<file path="config.mk">
export PLATFORM = sky130hd
export DESIGN_NAME = hoplite_packetiser_flat
export DESIGN_NICKNAME = d
export VERILOG_FILES = /design/src/rtl/hoplite_packetiser_if.sv /design/src/rtl/hoplite_packetiser.sv /design/src/flat_wrapper.sv
export SDC_FILE = /design/constraint.sdc
export NUM_CORES = 1
export LEC_CHECK = 0
export BUFFER_PORTS_ARGS = -buffer_cell sky130_fd_sc_hd__buf_4
export CELL_PAD_IN_SITES_DETAIL_PLACEMENT = 2
export CELL_PAD_IN_SITES_GLOBAL_PLACEMENT = 2
export CORE_MARGIN = 4
export CORE_UTILIZATION = 38
export DETAILED_ROUTE_END_ITERATION = 6
export PLACE_DENSITY = 0.66
export REMOVE_ABC_BUFFERS = 1
export SYNTH_ARGS = -nofsm -noshare
export SYNTH_HDL_FRONTEND = slang
export SYNTH_SLANG_ARGS = --single-unit
</file>
<file path="constraint.sdc">
create_clock -name clk -period 8.2 [get_ports clk]
set_clock_uncertainty 0.2 [all_clocks]
set_input_delay 1.64 -clock clk [delete_from_list [all_inputs] [get_ports clk]]
set_output_delay 1.64 -clock clk [all_outputs]
set_load 0.01 [all_outputs]
</file>
<file path="src/rtl/hoplite_packetiser_if.sv">
// Core-side write strobes and router-side injection handshake of the Hoplite packetiser.
// The slave modport is the packetiser's view; the master modport drives it.
interface hoplite_packetiser_if #(
  parameter int COORD_BITS = 1,
  parameter int DATA_WIDTH = 32,
  parameter int FIFO_DEPTH = 8
);
  localparam int FLIT_WIDTH = 1 + 4*COORD_BITS + DATA_WIDTH;
  localparam int CNT_W      = $clog2(FIFO_DEPTH) + 1;

  logic [COORD_BITS-1:0] x_coord_in;
  logic                  x_coord_in_valid;
  logic [COORD_BITS-1:0] y_coord_in;
  logic                  y_coord_in_valid;
  logic [DATA_WIDTH-1:0] message_in;
  logic                  message_in_valid;
  logic                  packet_complete_in;
  logic [FLIT_WIDTH-1:0] pe_out;
  logic                  pe_out_valid;
  logic                  pe_out_ready;
  logic                  busy;
  logic [CNT_W-1:0]      message_count;
  logic                  overflow;

  modport slave (
    input  x_coord_in, x_coord_in_valid, y_coord_in, y_coord_in_valid,
    input  message_in, message_in_valid, packet_complete_in, pe_out_ready,
    output pe_out, pe_out_valid, busy, message_count, overflow
  );

  modport master (
    output x_coord_in, x_coord_in_valid, y_coord_in, y_coord_in_valid,
    output message_in, message_in_valid, packet_complete_in, pe_out_ready,
    input  pe_out, pe_out_valid, busy, message_count, overflow
  );
endinterface

</file>
<file path="src/rtl/hoplite_packetiser.sv">
// Buffers firmware-written message words and injects them into a Hoplite router
// as a burst of flits {last, src_y, src_x, dest_y, dest_x, data}.
module hoplite_packetiser #(
  parameter int COORD_BITS = 1,
  parameter int DATA_WIDTH = 32,
  parameter int FIFO_DEPTH = 8,
  parameter int X_COORD    = 0,
  parameter int Y_COORD    = 0
) (
  input  logic                 clk,
  input  logic                 reset,
  hoplite_packetiser_if.slave  bus
);
  localparam int FLIT_WIDTH = 1 + 4*COORD_BITS + DATA_WIDTH;
  localparam int PTR_W      = $clog2(FIFO_DEPTH);
  localparam int CNT_W      = PTR_W + 1;

  localparam logic [0:0] S_COLLECT = 1'b0;
  localparam logic [0:0] S_SEND    = 1'b1;

  localparam logic [CNT_W-1:0]      DEPTH_C = CNT_W'(FIFO_DEPTH);
  localparam logic [CNT_W-1:0]      ONE_C   = CNT_W'(1);
  localparam logic [PTR_W-1:0]      PTR_ONE = PTR_W'(1);
  localparam logic [COORD_BITS-1:0] SRC_X   = COORD_BITS'(X_COORD);
  localparam logic [COORD_BITS-1:0] SRC_Y   = COORD_BITS'(Y_COORD);

  logic [0:0]            state_q,    state_d;
  logic [PTR_W-1:0]      rd_ptr_q,   rd_ptr_d;
  logic [PTR_W-1:0]      wr_ptr_q,   wr_ptr_d;
  logic [CNT_W-1:0]      count_q,    count_d;
  logic [COORD_BITS-1:0] dest_x_q,   dest_x_d;
  logic [COORD_BITS-1:0] dest_y_q,   dest_y_d;
  logic                  overflow_q, overflow_d;
  logic                  wr_en;
  logic [DATA_WIDTH-1:0] mem_q [FIFO_DEPTH];
  logic [FLIT_WIDTH-1:0] flit;

  always_comb begin
    state_d    = state_q;
    rd_ptr_d   = rd_ptr_q;
    wr_ptr_d   = wr_ptr_q;
    count_d    = count_q;
    dest_x_d   = dest_x_q;
    dest_y_d   = dest_y_q;
    overflow_d = overflow_q;
    wr_en      = 1'b0;
    if (state_q == S_COLLECT) begin
      if (bus.x_coord_in_valid) dest_x_d = bus.x_coord_in;
      if (bus.y_coord_in_valid) dest_y_d = bus.y_coord_in;
      if (bus.message_in_valid) begin
        if (count_q != DEPTH_C) begin
          wr_en    = 1'b1;
          wr_ptr_d = wr_ptr_q + PTR_ONE;
          count_d  = count_q + ONE_C;
        end else begin
          overflow_d = 1'b1;
        end
      end
      // A word written alongside the complete strobe joins this packet.
      if (bus.packet_complete_in && ((count_q != '0) || wr_en)) state_d = S_SEND;
    end else begin
      if (bus.message_in_valid) overflow_d = 1'b1;
      if (bus.pe_out_ready) begin
        rd_ptr_d = rd_ptr_q + PTR_ONE;
        count_d  = count_q - ONE_C;
        if (count_q == ONE_C) state_d = S_COLLECT;
      end
    end
  end

  always_ff @(posedge clk) begin
    if (reset) begin
      state_q    <= S_COLLECT;
      rd_ptr_q   <= '0;
      wr_ptr_q   <= '0;
      count_q    <= '0;
      dest_x_q   <= '0;
      dest_y_q   <= '0;
      overflow_q <= 1'b0;
    end else begin
      state_q    <= state_d;
      rd_ptr_q   <= rd_ptr_d;
      wr_ptr_q   <= wr_ptr_d;
      count_q    <= count_d;
      dest_x_q   <= dest_x_d;
      dest_y_q   <= dest_y_d;
      overflow_q <= overflow_d;
    end
  end

  always_ff @(posedge clk) begin
    if (wr_en) mem_q[wr_ptr_q] <= bus.message_in;
  end

  assign flit = {(count_q == ONE_C), SRC_Y, SRC_X, dest_y_q, dest_x_q, mem_q[rd_ptr_q]};

  assign bus.pe_out        = (state_q == S_SEND) ? flit : '0;
  assign bus.pe_out_valid  = (state_q == S_SEND);
  assign bus.busy          = (state_q == S_SEND);
  assign bus.message_count = count_q;
  assign bus.overflow      = overflow_q;
endmodule

</file>
<file path="src/flat_wrapper.sv">
// flat-port wrapper written by rule: the top's interface ports become plain ports
module hoplite_packetiser_flat 
#(
  parameter int COORD_BITS = 1,
  parameter int DATA_WIDTH = 32,
  parameter int FIFO_DEPTH = 8,
  parameter int X_COORD    = 0,
  parameter int Y_COORD    = 0
)
  (clk, reset, bus_x_coord_in, bus_x_coord_in_valid, bus_y_coord_in, bus_y_coord_in_valid, bus_message_in, bus_message_in_valid, bus_packet_complete_in, bus_pe_out_ready, bus_pe_out, bus_pe_out_valid, bus_busy, bus_message_count, bus_overflow);
  hoplite_packetiser_if #(.COORD_BITS(COORD_BITS), .DATA_WIDTH(DATA_WIDTH), .FIFO_DEPTH(FIFO_DEPTH)) bus_i ();
  input  logic clk;
  input  logic reset;
  input wire logic [$bits(bus_i.x_coord_in)-1:0] bus_x_coord_in;
  input wire logic [$bits(bus_i.x_coord_in_valid)-1:0] bus_x_coord_in_valid;
  input wire logic [$bits(bus_i.y_coord_in)-1:0] bus_y_coord_in;
  input wire logic [$bits(bus_i.y_coord_in_valid)-1:0] bus_y_coord_in_valid;
  input wire logic [$bits(bus_i.message_in)-1:0] bus_message_in;
  input wire logic [$bits(bus_i.message_in_valid)-1:0] bus_message_in_valid;
  input wire logic [$bits(bus_i.packet_complete_in)-1:0] bus_packet_complete_in;
  input wire logic [$bits(bus_i.pe_out_ready)-1:0] bus_pe_out_ready;
  output wire logic [$bits(bus_i.pe_out)-1:0] bus_pe_out;
  output wire logic [$bits(bus_i.pe_out_valid)-1:0] bus_pe_out_valid;
  output wire logic [$bits(bus_i.busy)-1:0] bus_busy;
  output wire logic [$bits(bus_i.message_count)-1:0] bus_message_count;
  output wire logic [$bits(bus_i.overflow)-1:0] bus_overflow;
  assign bus_i.x_coord_in = bus_x_coord_in;
  assign bus_i.x_coord_in_valid = bus_x_coord_in_valid;
  assign bus_i.y_coord_in = bus_y_coord_in;
  assign bus_i.y_coord_in_valid = bus_y_coord_in_valid;
  assign bus_i.message_in = bus_message_in;
  assign bus_i.message_in_valid = bus_message_in_valid;
  assign bus_i.packet_complete_in = bus_packet_complete_in;
  assign bus_i.pe_out_ready = bus_pe_out_ready;
  assign bus_pe_out = bus_i.pe_out;
  assign bus_pe_out_valid = bus_i.pe_out_valid;
  assign bus_busy = bus_i.busy;
  assign bus_message_count = bus_i.message_count;
  assign bus_overflow = bus_i.overflow;
  hoplite_packetiser #(.COORD_BITS(COORD_BITS), .DATA_WIDTH(DATA_WIDTH), .FIFO_DEPTH(FIFO_DEPTH), .X_COORD(X_COORD), .Y_COORD(Y_COORD)) u_core (.clk(clk), .reset(reset), .bus(bus_i));
endmodule
</file>
==> flow_summary.yaml <==
status:
  status: "completed"
synth:
  synth_common_cells: "edfxtp_1 (256), mux4_2 (64), a22o_1 (32)"
  yosys_most_used_dff: "edfxtp_1"
  yosysMostFrequentCell: "edfxtp_1"
  synth.distinct_cells: 41
  syn_avg_cell_area_um2: 21.8
  synth_area_leaders: "edfxtp_1 (73%), mux4_2 (14%), dfxtp_1 (3.3%)"
  syn_inst: 479
  netlist_area_um2: 10500
  synth_seq_area_share: 0.767
  ys_ff_latch: 273
  synth-edff-count: 256
  yosys_warnings: 0
  synth_top_area_share: 0.735
  synthArstFlopShare: 0
  yosys.area.top_type: "edfxtp_1"
finish:
  final_core_util: 0.462
  fin_nets: 620
  num_antenna_cells: 0
  syn2layout_area_growth_pct: 19.4
  nFillCells: 2435
  post-route-cell-area_um2: 12500
  drive_gt1_frac: 0.362
  stdcell_count: 937
floorplan:
  die_w_um: 174
  coreArea_um2: 27000
  die-height_um: 174
  die-area_um2: 30300
  start_util: 0.387
  ios: 85
  rows: 60
clock_tree:
  cts.sinks: 273
  cts_htree_levels: 1
  clk_latency_ns: 0.54
  ctsHoldBuffers: 0
  clockRootBuffer: "clkbuf_16"
  post-cts-setup-buffers: 0
  cts_buffer_depth: 3
  cts_buffers: 29
  path_clk_slew_ns: 0.06
  ctsResizeCount: 0
  cts_tree: "done"
worst_setup_path:
  crit_path_top_delay_cell: "dfxtp_4"
  critPathLaunchType: "register"
  crit_path_frequent_cell: "buf_4"
  worst_ep_arrival_time_ns: 3.07
  reg2reg_slack_ns: 4.78
  cp.required_ns: 6.36
  cpPeakStageDelay_ns: 0.82
  path_delay_family: "flip-flops"
  path_class: "reg -> out"
  cp.buffers_inverters: 2
  end_kind: "primary output"
  worst-path-max-fanout: 34
  path_cells: "buf_4, mux4_2, a22o_1, buf_4"
worst_hold_path:
  min_path_type: "reg -> reg"
route:
  drc_errors: 0
  ant_nets: 0
  initialDrtViolationCount: 428
  drt_pass1_iterations: 5
  vias_per_cell: 5.49
  routed-via-count: 5143
  routed_wl_um: 24800
  wl_per_cell_um: 26.5
sta:
  period_share: 0.599
  min_period_ns: 4.91
  timing.hold.ws_ns: 0.250
  tightest_slew_ns: 1.22
  fin_ws_ns: 3.29
  hold_violations: 0
  setup_tns_ns: 0
  slew_headroom: 0.180
  slew_viol_final: 0
  finalSetupViolations: 0
  fmaxAchievable_ghz: 0.204
  rsz0062_at_grt: "no"
global_route:
  grt_pass1_wl_um: 38300
  grt_max_degree: 65
  grtUsageTotal: 0.165
  grt_pass1_vias: 5911
  antenna_found_initial: 1
  gr-total-overflow: 0
pwr:
  power_mw: 3.23
  ir_drop_uv: 153
  combinationalPowerShare: 0.073
  p_switching_uw: 680
  power_density_nw_per_um2: 258
  seqPwrFrac: 0.495
  cellLeakagePower_nw: 4.10
  p_sw_frac: 0.211
  p_clk_frac: 0.432
  intPower_mw: 2.55
placed_design:
  place_area_um2: 11500
  io_buffers: 82
  placed_cells: 883
  post-place-ws_ns: 3.65
  gp_congestion: 0.711
  dpl.hpwl_um: 14400
run:
  maxCapViolations: 0
## tightest hold or removal path: stages, from the launching register on
cell     delay, ns
dfxtp_1       0.31
inv_1         0.05
a21oi_1       0.05
## power groups by stage
stage / Combinational (mW) / Sequential, mW / Clock (mW)
floorplan: 0.124 / 1.63 / 0
global placement: 0.231 / 1.62 / 0
detailed placement: 0.242 / 1.63 / 0
CTS: 0.242 / 1.60 / 1.43
global route: 0.257 / 1.60 / 1.49
finish: 0.236 / 1.60 / 1.40
## sequential cells by signal, summed over array words and instances (netlist names), named ones only
signal and flops:
u_core.rd_ptr_q 3, u_core.bus.message_count 4, u_core.mem_q 256, u_core.dest_y_q 1
u_core.dest_x_q 1, u_core.wr_ptr_q 3, u_core.bus.overflow 1, u_core.bus.busy 1
## per-layer routing
metal / wire length, µm / up-vias / track usage / part of all wire
met3: 1450 / 32 / 0.0337 / 0.058
met5: 13 / - / 0 / 0.00052
met2: 12800 / 157 / 0.289 / 0.52
met4: 345 / 2 / 0.0353 / 0.014
met1: 10200 / 2759 / 0.213 / 0.41
li1: - / 2193 / - / -
## path summary, 6_finish.rpt
check	start	to	cells past startpoint
min reg2reg	u_core.bus.overflow	u_core.bus.overflow	2
max	register	bus_pe_out[6]	4
min	u_core.bus.overflow	u_core.bus.overflow	2
max reg2reg	u_core.bus.message_count[0]	u_core.mem_q[6][10]	6
## layout make-up
type,instances,area [µm²],area share
clock buffers,34,744,0.0596
clock inverters,20,274,0.0219
inverters,4,15.0,0.00120
multi-input cells,174,2310,0.185
repair buffers,91,683,0.0547
flip-flops and latches,273,8040,0.643
well taps,341,427,0.0342
## cells by family (layout without fill, tap and decap cells)
kind of cell,count (synthesis),count (layout),synth area share
other cells,1,2,0.000358
mux,70,70,0.144
fa+ha+maj,6,6,0.00717
simple gates,47,47,0.0250
compound gates,46,46,0.0359
flops,273,273,0.767
xor+xnor,3,3,0.00251
buf+inv,33,149,0.0178
## layout by cell type (no fill, tap or decap), drive strengths merged, types with 4 or more instances in the layout
cell type / netlist / final
nand2: 6 / 6
inv: 4 / 5
ha: 6 / 6
nor2: 10 / 10
clkinv: 0 / 12
nor2b: 6 / 6
nor3: 8 / 8
nand3: 4 / 4
edfxtp: 256 / 256
mux2i: 4 / 4
mux4: 64 / 64
a22o: 32 / 32
bufinv: 0 / 7
clkbuf: 15 / 34
dfxtp: 17 / 17
buf: 14 / 91
a21oi: 6 / 6
Note: power is estimated with default switching activity, not from simulation.
